--- config.mk ---
export PLATFORM = sky130hd
export DESIGN_NAME = lcd1602_writer
export DESIGN_NICKNAME = d
export VERILOG_FILES = /design/src/rtl/lcd1602_writer.sv
export SDC_FILE = /design/constraint.sdc
export NUM_CORES = 1
export LEC_CHECK = 0
export CAP_MARGIN = 15
export CORE_MARGIN = 4
export CORE_UTILIZATION = 25
export CTS_CLUSTER_SIZE = 16
export DETAILED_ROUTE_END_ITERATION = 6
export GPL_TIMING_DRIVEN = 0
export PLACE_DENSITY = 0.5
export REMOVE_ABC_BUFFERS = 1
export SETUP_SLACK_MARGIN = 0.2
export SLEW_MARGIN = 20
export SYNTH_ARGS = -nofsm -noshare
export SYNTH_HDL_FRONTEND = slang
export SYNTH_SLANG_ARGS = --single-unit
--- constraint.sdc ---
create_clock -name clk -period 16.2 [get_ports clk]
set_input_delay 3.24 -clock clk [delete_from_list [all_inputs] [get_ports clk]]
set_output_delay 3.24 -clock clk [all_outputs]
set_load 0.1 [all_outputs]
--- src/rtl/lcd1602_writer.sv ---
// lcd1602_writer: HD44780 16x2 init sequence, then a two-line refresh from per-frame snapshots.
// Optional LCD_DIRTY_REFRESH_EN: after a frame, redraw only when {top,bottom} differs from it.
module lcd1602_writer #(
  parameter int POWERUP_CYC    = 750000,
  parameter int EN_PULSE_CYC   = 10,
  parameter int CMD_WAIT_CYC   = 2000,
  parameter int CLEAR_WAIT_CYC = 80000
) (
  input  logic         clk,
  input  logic         rst,
  input  logic [127:0] top,
  input  logic [127:0] bottom,
  output logic         lcd_en,
  output logic         lcd_rs,
  output logic         lcd_rw,
  output logic [7:0]   lcd_data,
  output logic         init_done,
  output logic         frame_done,
  output logic         busy
);

  localparam int SLOT_MAX_A = (EN_PULSE_CYC > CMD_WAIT_CYC) ? EN_PULSE_CYC : CMD_WAIT_CYC;
  localparam int SLOT_MAX   = (SLOT_MAX_A > CLEAR_WAIT_CYC) ? SLOT_MAX_A : CLEAR_WAIT_CYC;
  localparam int CW         = (SLOT_MAX > 1) ? $clog2(SLOT_MAX) : 1;
  localparam int PW         = (POWERUP_CYC > 1) ? $clog2(POWERUP_CYC) : 1;

`ifdef LCD_DIRTY_REFRESH_EN
  typedef enum logic [2:0] {
    S_POWERUP, S_INIT, S_L1_ADDR, S_L1_CHAR, S_L2_ADDR, S_L2_CHAR, S_FDONE, S_IDLE_CMP
  } state_t;
`else
  typedef enum logic [2:0] {
    S_POWERUP, S_INIT, S_L1_ADDR, S_L1_CHAR, S_L2_ADDR, S_L2_CHAR, S_FDONE
  } state_t;
`endif

  typedef enum logic [1:0] {PH_SETUP, PH_PULSE, PH_HOLD} phase_t;

  state_t          state_q, state_d;
  phase_t          phase_q, phase_d;
  logic [CW-1:0]   slot_cnt_q, slot_cnt_d;
  logic [PW-1:0]   pwr_cnt_q, pwr_cnt_d;
  logic [3:0]      col_q, col_d;
  logic            init_done_q, init_done_d;
  logic [127:0]    snap_top_q, snap_bot_q;
`ifdef LCD_DIRTY_REFRESH_EN
  logic [255:0]    last_frame_q;
`endif

  logic            slot_state;
  logic            cur_rs;
  logic [7:0]      cur_byte;
  logic [CW-1:0]   hold_last;

  assign slot_state = (state_q == S_INIT)    || (state_q == S_L1_ADDR) ||
                      (state_q == S_L1_CHAR) || (state_q == S_L2_ADDR) ||
                      (state_q == S_L2_CHAR);

  // Byte presented during the current slot; col_q only moves at slot end, so it is stable.
  always_comb begin
    cur_rs   = 1'b0;
    cur_byte = 8'h00;
    case (state_q)
      S_INIT: begin
        case (col_q[1:0])
          2'd0:    cur_byte = 8'h38;
          2'd1:    cur_byte = 8'h0C;
          2'd2:    cur_byte = 8'h06;
          default: cur_byte = 8'h01;
        endcase
      end
      S_L1_ADDR: cur_byte = 8'h80;
      S_L1_CHAR: begin
        cur_rs   = 1'b1;
        cur_byte = snap_top_q[127 - 8*col_q -: 8];
      end
      S_L2_ADDR: cur_byte = 8'hC0;
      S_L2_CHAR: begin
        cur_rs   = 1'b1;
        cur_byte = snap_bot_q[127 - 8*col_q -: 8];
      end
      default: ;
    endcase
  end

  // Only the clear command needs the long execution wait.
  assign hold_last = (state_q == S_INIT && col_q[1:0] == 2'd3) ? CW'(CLEAR_WAIT_CYC - 1)
                                                               : CW'(CMD_WAIT_CYC - 1);

  always_comb begin
    // NOTE: every signal driven here gets a default first so no path can infer a latch.
    state_d     = state_q;
    phase_d     = phase_q;
    slot_cnt_d  = slot_cnt_q;
    pwr_cnt_d   = pwr_cnt_q;
    col_d       = col_q;
    init_done_d = init_done_q;
    case (state_q)
      S_POWERUP: begin
        if (pwr_cnt_q == PW'(POWERUP_CYC - 1)) begin
          state_d   = S_INIT;
          phase_d   = PH_SETUP;
          pwr_cnt_d = '0;
        end else begin
          pwr_cnt_d = pwr_cnt_q + 1'b1;
        end
      end
      S_FDONE: begin
`ifdef LCD_DIRTY_REFRESH_EN
        state_d = S_IDLE_CMP;
`else
        state_d = S_L1_ADDR;
`endif
        phase_d = PH_SETUP;
      end
`ifdef LCD_DIRTY_REFRESH_EN
      S_IDLE_CMP: begin
        if ({top, bottom} != last_frame_q) state_d = S_L1_ADDR;
        phase_d = PH_SETUP;
      end
`endif
      default: begin
        case (phase_q)
          PH_SETUP: begin
            phase_d    = PH_PULSE;
            slot_cnt_d = '0;
          end
          PH_PULSE: begin
            if (slot_cnt_q == CW'(EN_PULSE_CYC - 1)) begin
              phase_d    = PH_HOLD;
              slot_cnt_d = '0;
            end else begin
              slot_cnt_d = slot_cnt_q + 1'b1;
            end
          end
          default: begin
            if (slot_cnt_q == hold_last) begin
              phase_d    = PH_SETUP;
              slot_cnt_d = '0;
              col_d      = col_q + 1'b1;
              case (state_q)
                S_INIT: begin
                  if (col_q[1:0] == 2'd3) begin
                    state_d     = S_L1_ADDR;
                    col_d       = '0;
                    init_done_d = 1'b1;
                  end
                end
                S_L1_ADDR: begin
                  state_d = S_L1_CHAR;
                  col_d   = '0;
                end
                S_L1_CHAR: if (col_q == 4'd15) state_d = S_L2_ADDR;
                S_L2_ADDR: begin
                  state_d = S_L2_CHAR;
                  col_d   = '0;
                end
                S_L2_CHAR: if (col_q == 4'd15) state_d = S_FDONE;
                default: ;
              endcase
            end else begin
              slot_cnt_d = slot_cnt_q + 1'b1;
            end
          end
        endcase
      end
    endcase
  end

  always_ff @(posedge clk) begin
    if (rst) begin
      state_q     <= S_POWERUP;
      phase_q     <= PH_SETUP;
      slot_cnt_q  <= '0;
      pwr_cnt_q   <= '0;
      col_q       <= '0;
      init_done_q <= 1'b0;
    end else begin
      state_q     <= state_d;
      phase_q     <= phase_d;
      slot_cnt_q  <= slot_cnt_d;
      pwr_cnt_q   <= pwr_cnt_d;
      col_q       <= col_d;
      init_done_q <= init_done_d;
    end
  end

  // NOTE: frame storage is left unreset; it is always loaded before anything reads it.
  always_ff @(posedge clk) begin
    if (state_d == S_L1_ADDR && state_q != S_L1_ADDR) begin
      snap_top_q <= top;
      snap_bot_q <= bottom;
    end
`ifdef LCD_DIRTY_REFRESH_EN
    if (state_q == S_FDONE) last_frame_q <= {snap_top_q, snap_bot_q};
`endif
  end

  assign lcd_en     = slot_state && (phase_q == PH_PULSE);
  assign lcd_rs     = slot_state ? cur_rs   : 1'b0;
  assign lcd_data   = slot_state ? cur_byte : 8'h00;
  assign lcd_rw     = 1'b0;
  assign busy       = slot_state;
  assign init_done  = init_done_q;
  assign frame_done = (state_q == S_FDONE);

endmodule

After elaboration in Yosys (flattened, before gate mapping)
Index checks and enable logic that the tools add are counted.
{"block": "op_classes", "shifts": 2, "bitwise_logic": 2, "addsub": 4, "muxes": 25, "n_eq_ne": 18, "reduce_logical": 18}
{"op": "variable part select 135 x 33 -> 8 bit", "count": 2}
{"op": "2-to-1 mux 17 bit", "count": 3}
{"op": "case mux 8 bit (5 select lines)", "count": 1}
{"op": "case mux 17 bit (2 select lines)", "count": 1}
{"op": "adder 20 x 1 -> 20 bit (second input constant)", "count": 1}
{"op": "== test 20 bit (second input constant)", "count": 1}
{"op": "2-to-1 mux 20 bit", "count": 1}
{"op": "2-to-1 mux 3 bit", "count": 6}
{"op": "case mux 6 bit (3 select lines)", "count": 1}
{"op": "adder 17 x 1 -> 17 bit (second input constant)", "count": 1}
{"op": "== test 17 bit", "count": 1}
{"op": "== test 17 x 4 -> 1 bit (second input constant)", "count": 1}
{"op": "case mux 3 bit (5 select lines)", "count": 1}
{"op": "== test 3 x 2 -> 1 bit (second input constant)", "count": 3}
{"op": "== test 3 bit (second input constant)", "count": 3}
{"op": "2-to-1 mux 8 bit", "count": 1}
{"op": "case mux 2 bit (2 select lines)", "count": 2}
{"op": "case mux 4 bit (2 select lines)", "count": 1}
{"op": "OR reduction 2 bit", "count": 4}
{"op": "subtractor 7 x 7 -> 8 bit (first input constant)", "count": 1}
{"op": "2-to-1 mux 2 bit", "count": 3}
{"op": "case mux 3 bit (2 select lines)", "count": 1}
{"op": "AND reduction 3 bit", "count": 2}
{"op": "AND reduction 5 bit", "count": 1}
{"op": "16 further kinds", "count": 26}
{"block": "word_totals", "wordCells": 77, "in_bits": 258, "ff_bits": 303, "output_inout_bits": 14}

Logic depth before layout (Yosys ltp)
Gate-level depths: netlist (run 1).
{"block": "logic_depth", "ltp_word": 9, "depth_mapped": 9, "depth_no_buf": 7}

Least setup slack after synthesis (run 1)
OpenSTA, ideal clock, no wires.
{"block": "synth_path", "path_kind": "register to register", "startpoint": "register state_q[2]", "endpoint": "register snap_bot_q[0] (enable)", "stages_incl_launch_ff": 6, "setup_ns": 0.616, "synth_period_minus_slack_ns": 7.981, "arrival_ns": 7.364, "path_slack_ns": 8.219, "path_buffers": 2, "t_required_ns": 15.584, "path_cell_list": "dfxtp_1 -> buf_2 -> buf_1 -> nand2_1 -> nor2_1 -> a21o_1"}
{"block": "synth_between", "word_cells_on_any_way": 21, "cone_classes": "eq/ne: 9; mux: 9; reduce/logical: 3"}
{"element": "from (decl)", "line_no": "39", "text": "state_t state_q, state_d;"}
{"element": "from (signal assigned)", "line_no": "179", "text": "state_q <= state_d;"}
{"element": "== test 3 bit"}
{"element": "via frame_done", "line_no": "18", "text": "output logic frame_done,"}
{"element": "case mux 3 bit (2 select lines)", "line_no": "98", "text": "case (state_q)"}
{"element": "== test 3 x 2 -> 1 bit", "line_no": "190", "text": "if (state_d == S_L1_ADDR && state_q != S_L1_ADDR) begin"}
{"element": "logical AND 1 bit", "line_no": "190"}
{"element": "to (signal assigned)", "line_no": "192", "text": "snap_bot_q <= bottom;"}
{"element": "to (decl)", "line_no": "45", "text": "logic [127:0] snap_top_q, snap_bot_q;"}
The timed path passes the listed nets, and every way through them passes these cells.
A chain may end at the register's enable or synchronous reset.

Final worst setup path (run 1)
{"block": "layout_path", "startpoint": "register state_q[0]", "endpoint": "output lcd_data[5]"}
{"block": "layout_between", "elab_chain_len": 6, "word_cells_on_any_way": 11, "cone_classes": "eq/ne: 5; mux: 2; reduce/logical: 4"}
{"element": "== test 3 x 1 -> 1 bit or == test 3 x 2 -> 1 bit (tied branches)", "line_no": "55, 63"}
{"element": "logical OR 1 bit (2 in a row)", "line_no": "55", "text": "assign slot_state = (state_q == S_INIT) || (state_q == S_L1_ADDR) ||"}
{"element": "logical OR 1 bit (2 in a row)", "line_no": "56", "text": "(state_q == S_L1_CHAR) || (state_q == S_L2_ADDR) ||"}
{"element": "2-to-1 mux 8 bit (*)", "line_no": "201", "text": "assign lcd_data = slot_state ? cur_byte : 8'h00;"}
{"element": "to (decl)", "line_no": "16", "text": "output logic [7:0] lcd_data,"}
Every way passes the cells marked *; elsewhere a longest branch is shown, timed or not.

==> flow_summary.yaml, run 1 <==
critical_path:
  slowest_stage: "clkdlybuf4s50_1"
  arrival_ps: 4980
  crit_top_cell: "buf_8"
  crit_buf_inv: 5
  critPathCapture: "lcd_data[5]"
  path_delay_family: "buffers and inverters"
  rrSetupSlack_ps: 12240
  worstPathMaxFanout: 26
  r2r_end: "snap_bot_q[91]"
  rr_startpoint: "col_q[0]"
  cp-start-kind: "register"
  slowest_delay_ps: 1020
  path_depth: 10
  critPathLaunch: "state_q[0]"
  r2r_cells: 8
  required_ps: 12960
  path_class: "register to output port"
  cp-end-kind: "output port"
  path_cells: "nand3b_1, buf_8, buf_8, buf_6, buf_8, mux4_2, mux2i_1, o22ai_1, or3_1, clkdlybuf4s50_1"
synth:
  yosysTopAreaCell: "edfxtp_1"
  syn_inst: 748
  ys_ff_latch: 303
  yosysTopAreaCellShare_pct: 62.2
  synth_area_leaders: "edfxtp_1, mux4_2, dfxtp_1, nor2_1, xor2_1"
  syn_area_per_cell_um2: 16.5
  synthTopCellsByCount: "edfxtp_1, mux4_2, nor2_1, dfxtp_1, nand2_1"
  synth.most_common_cell: "edfxtp_1"
  synth_ff_type: "edfxtp_1"
  synthArstFlopShare_pct: 0
  synth_warnings: 0
  synth_seq_area_share_pct: 69.8
  synth_area_um2: 12400
  synth_cell_types: 61
  synth_edf_count: 256
finish:
  fillers: 4700
  drive_gt1_share_pct: 13.9
  fin_nets: 1299
  area_delta_synth_final_pct: 39.3
floorplan:
  die_w_um: 230
  initial_core_util_pct: 25.2
  ios: 272
  die_area_um2: 53100
  fp.dieH_um: 230
  rows: 81
  core_um2: 49000
place:
  dpl_worst_slack_ps: 8490
  dp_hpwl_um: 25000
  place.gp.congestion: 0.754
  portBuffers: 270
cts:
  h-tree-depth: 2
  post_cts_buffers: 0
  postCtsHoldBufs: 0
  clk_pin_slew_ps: 60
  numCtsBuffers: 37
  ctsResizeCount: 0
  worstSkewPairLatency_ps: 550
  cts_sinks: 303
  cts-root-buf: "clkbuf_16"
  clk_path_buf_depth: 3
  cts_tree: "done"
timing:
  fmax_mhz: 122
  final.setup.worst_slack_ps: 7980
  hold_ws_ps: 503
  setup_tns_ps: 0
  setup_viol: 0
  final-hold-violation-count: 0
  rsz0062_at_grt: "false"
  clock_skew_ps: 19.7
  fin_crit_ps: 8220
  worst_pin_slew_ps: 1090
  maxSlewViolCount: 0
  post-route-period-util_pct: 50.7
  maxSlewHeadroom_pct: 27.4
routing:
  routed_wl_um: 34600
  routed_via_density: 4.35
  routedWlPerCell_um: 20.1
  antenna_left: 0
  drc: 0
  first_pass_iters: 4
  vias: 7505
  drt_iter0_drc: 381
grt:
  grt_pass1_wl_um: 51200
  grt_pass1_vias: 8265
  grt_max_degree: 58
  antenna_found_initial: 4
  grt_overflow: 0
  track_usage_pct: 12.9
power_and_ir_drop:
  p_int_mw: 1.40
  switchingPower_mw: 0.339
  clockPowerShare_pct: 47.6
  vdd_drop_max_uv: 53.8
  p_sw_share_pct: 19.5
  p_per_area_nw_per_um2: 101
  p_leak_nw: 5.57
  p_comb_share_pct: 3.9
  p_seq_share_pct: 48.5
min_path:
  min_path_type: "register to register"
flow_run:
  max_cap_viol_count: 0
status:
  outcome: "completed"
## power groups by stage
stage / logic [mW] / clock network, mW / registers [mW]
after floorplan: 0.00332 / 0 / 0.862
after global placement: 0.0685 / 0 / 0.862
after detailed placement: 0.0692 / 0 / 0.861
after CTS: 0.0693 / 0.862 / 0.845
after global routing: 0.0727 / 0.890 / 0.844
final: 0.0681 / 0.830 / 0.845
## worst min-delay path by stage
stage / startpoint / to / slack, ps / depth (start not counted)
3_5_place_dp: init_done / init_done / 490 / 2
6_report: init_done / init_done / 500 / 2
4_1_cts: init_done / init_done / 510 / 2
3_3_place_gp: init_done / init_done / 460 / 2
5_1_grt: pwr_cnt_q[19] / pwr_cnt_q[19] / 550 / 2
2_1_floorplan: pwr_cnt_q[19] / pwr_cnt_q[19] / 470 / 2
## worst reg2reg max path, stage by stage, from the launching register on
cell and delay [ps]:
dfxtp_4 400, buf_16 220, ha_1 380, and4bb_2 380
or4_4 600, a211oi_2 650, a21o_4 350, buf_16 300
buf_16 310
## kinds of logic (layout without fill, tap and decap cells)
| logic type | count (synthesis) | count (layout) | share of synthesized area, % |
|---|---|---|---|
| AOI/OAI and AO/OA | 57 | 57 | 3.48 |
| and+or+nand+nor | 212 | 212 | 8.68 |
| muxes | 75 | 75 | 12.6 |
| adders and majority gates | 9 | 9 | 0.911 |
| buffers and inverters | 53 | 366 | 1.84 |
| other | 1 | 2 | 0.0303 |
| xor gates and xnor gates | 38 | 38 | 2.69 |
| DFF | 303 | 303 | 69.8 |
## layer usage
metal / share of wire (%) / wire length [um] / up-vias / GRT usage, %
met5: 0.075 / 26 / - / 0
met4: 2.2 / 752 / 4 / 3.99
met3: 8.6 / 2980 / 52 / 4.84
met2: 49 / 17000 / 226 / 21.5
met1: 40 / 13900 / 3686 / 15.5
li1: - / - / 3537 / -
## state kept, by name (all words and copies together) (netlist names)
name	flops
col_q	4
phase_q	2
slot_cnt_q	17
pwr_cnt_q	20
state_q	3
init_done	1
snap_bot_q	128
snap_top_q	128
## cell type report
type	instances	area, um^2	area share (%)
flip-flops and latches	303	8640	50.2
repair buffers	284	2960	17.2
well taps	664	831	4.83
clock buffers	48	1010	5.87
clock inverters	20	206	1.20
inverters	14	52.6	0.305
diodes	1	2.50	0.0145
multi-input cells	392	3520	20.4
## through the flow
stage / power [mW] / instance area [um^2] / util, % / instances
5_1_grt: 1.81 / 17200 / 35.2 / 1725
6_report: 1.74 / 17200 / 35.2 / 1726
4_1_cts: 1.78 / 17200 / 35.2 / 1725
2_1_floorplan: 0.865 / 12200 / - / 709
3_3_place_gp: 0.930 / 15700 / 32.1 / 1643
3_5_place_dp: 0.931 / 16000 / 32.7 / 1657
## cells in the final DEF (no fill, tap or decap), types with 7 or more instances in the layout
cell type,instances
a21oi_1,13
and4_1,7
clkbuf_1,9
clkbuf_16,39
clkdlybuf4s50_1,269
dfxtp_1,44
edfxtp_1,256
ha_1,9
inv_1,14
mux2i_1,11
mux4_2,64
nand2_1,40
nand3_1,28
nand4_1,20
nor2_1,48
nor3_1,30
nor4_1,7
xnor2_1,18
xor2_1,20
Power figures use the tool's default switching activity.
==> inputs of run 2 (changes only) <==
==> constraint.sdc (replaced) <==
create_clock -name clk -period 7.8 [get_ports clk]
set_input_delay 1.56 -clock clk [delete_from_list [all_inputs] [get_ports clk]]
set_output_delay 1.56 -clock clk [all_outputs]
set_load 0.1 [all_outputs]
==> results of run 2 <==
The final DEF is identical to that of run 1. Status: completed.
Among the figures that moved: setup slack after placement 8490 ps -> 1770 ps; setup slack after layout 7980 ps -> 1260 ps; register-to-register setup slack 12240 ps -> 3840 ps; total power 1.74 mW -> 3.62 mW; worst IR drop on VDD 53.8 uV -> 112 uV
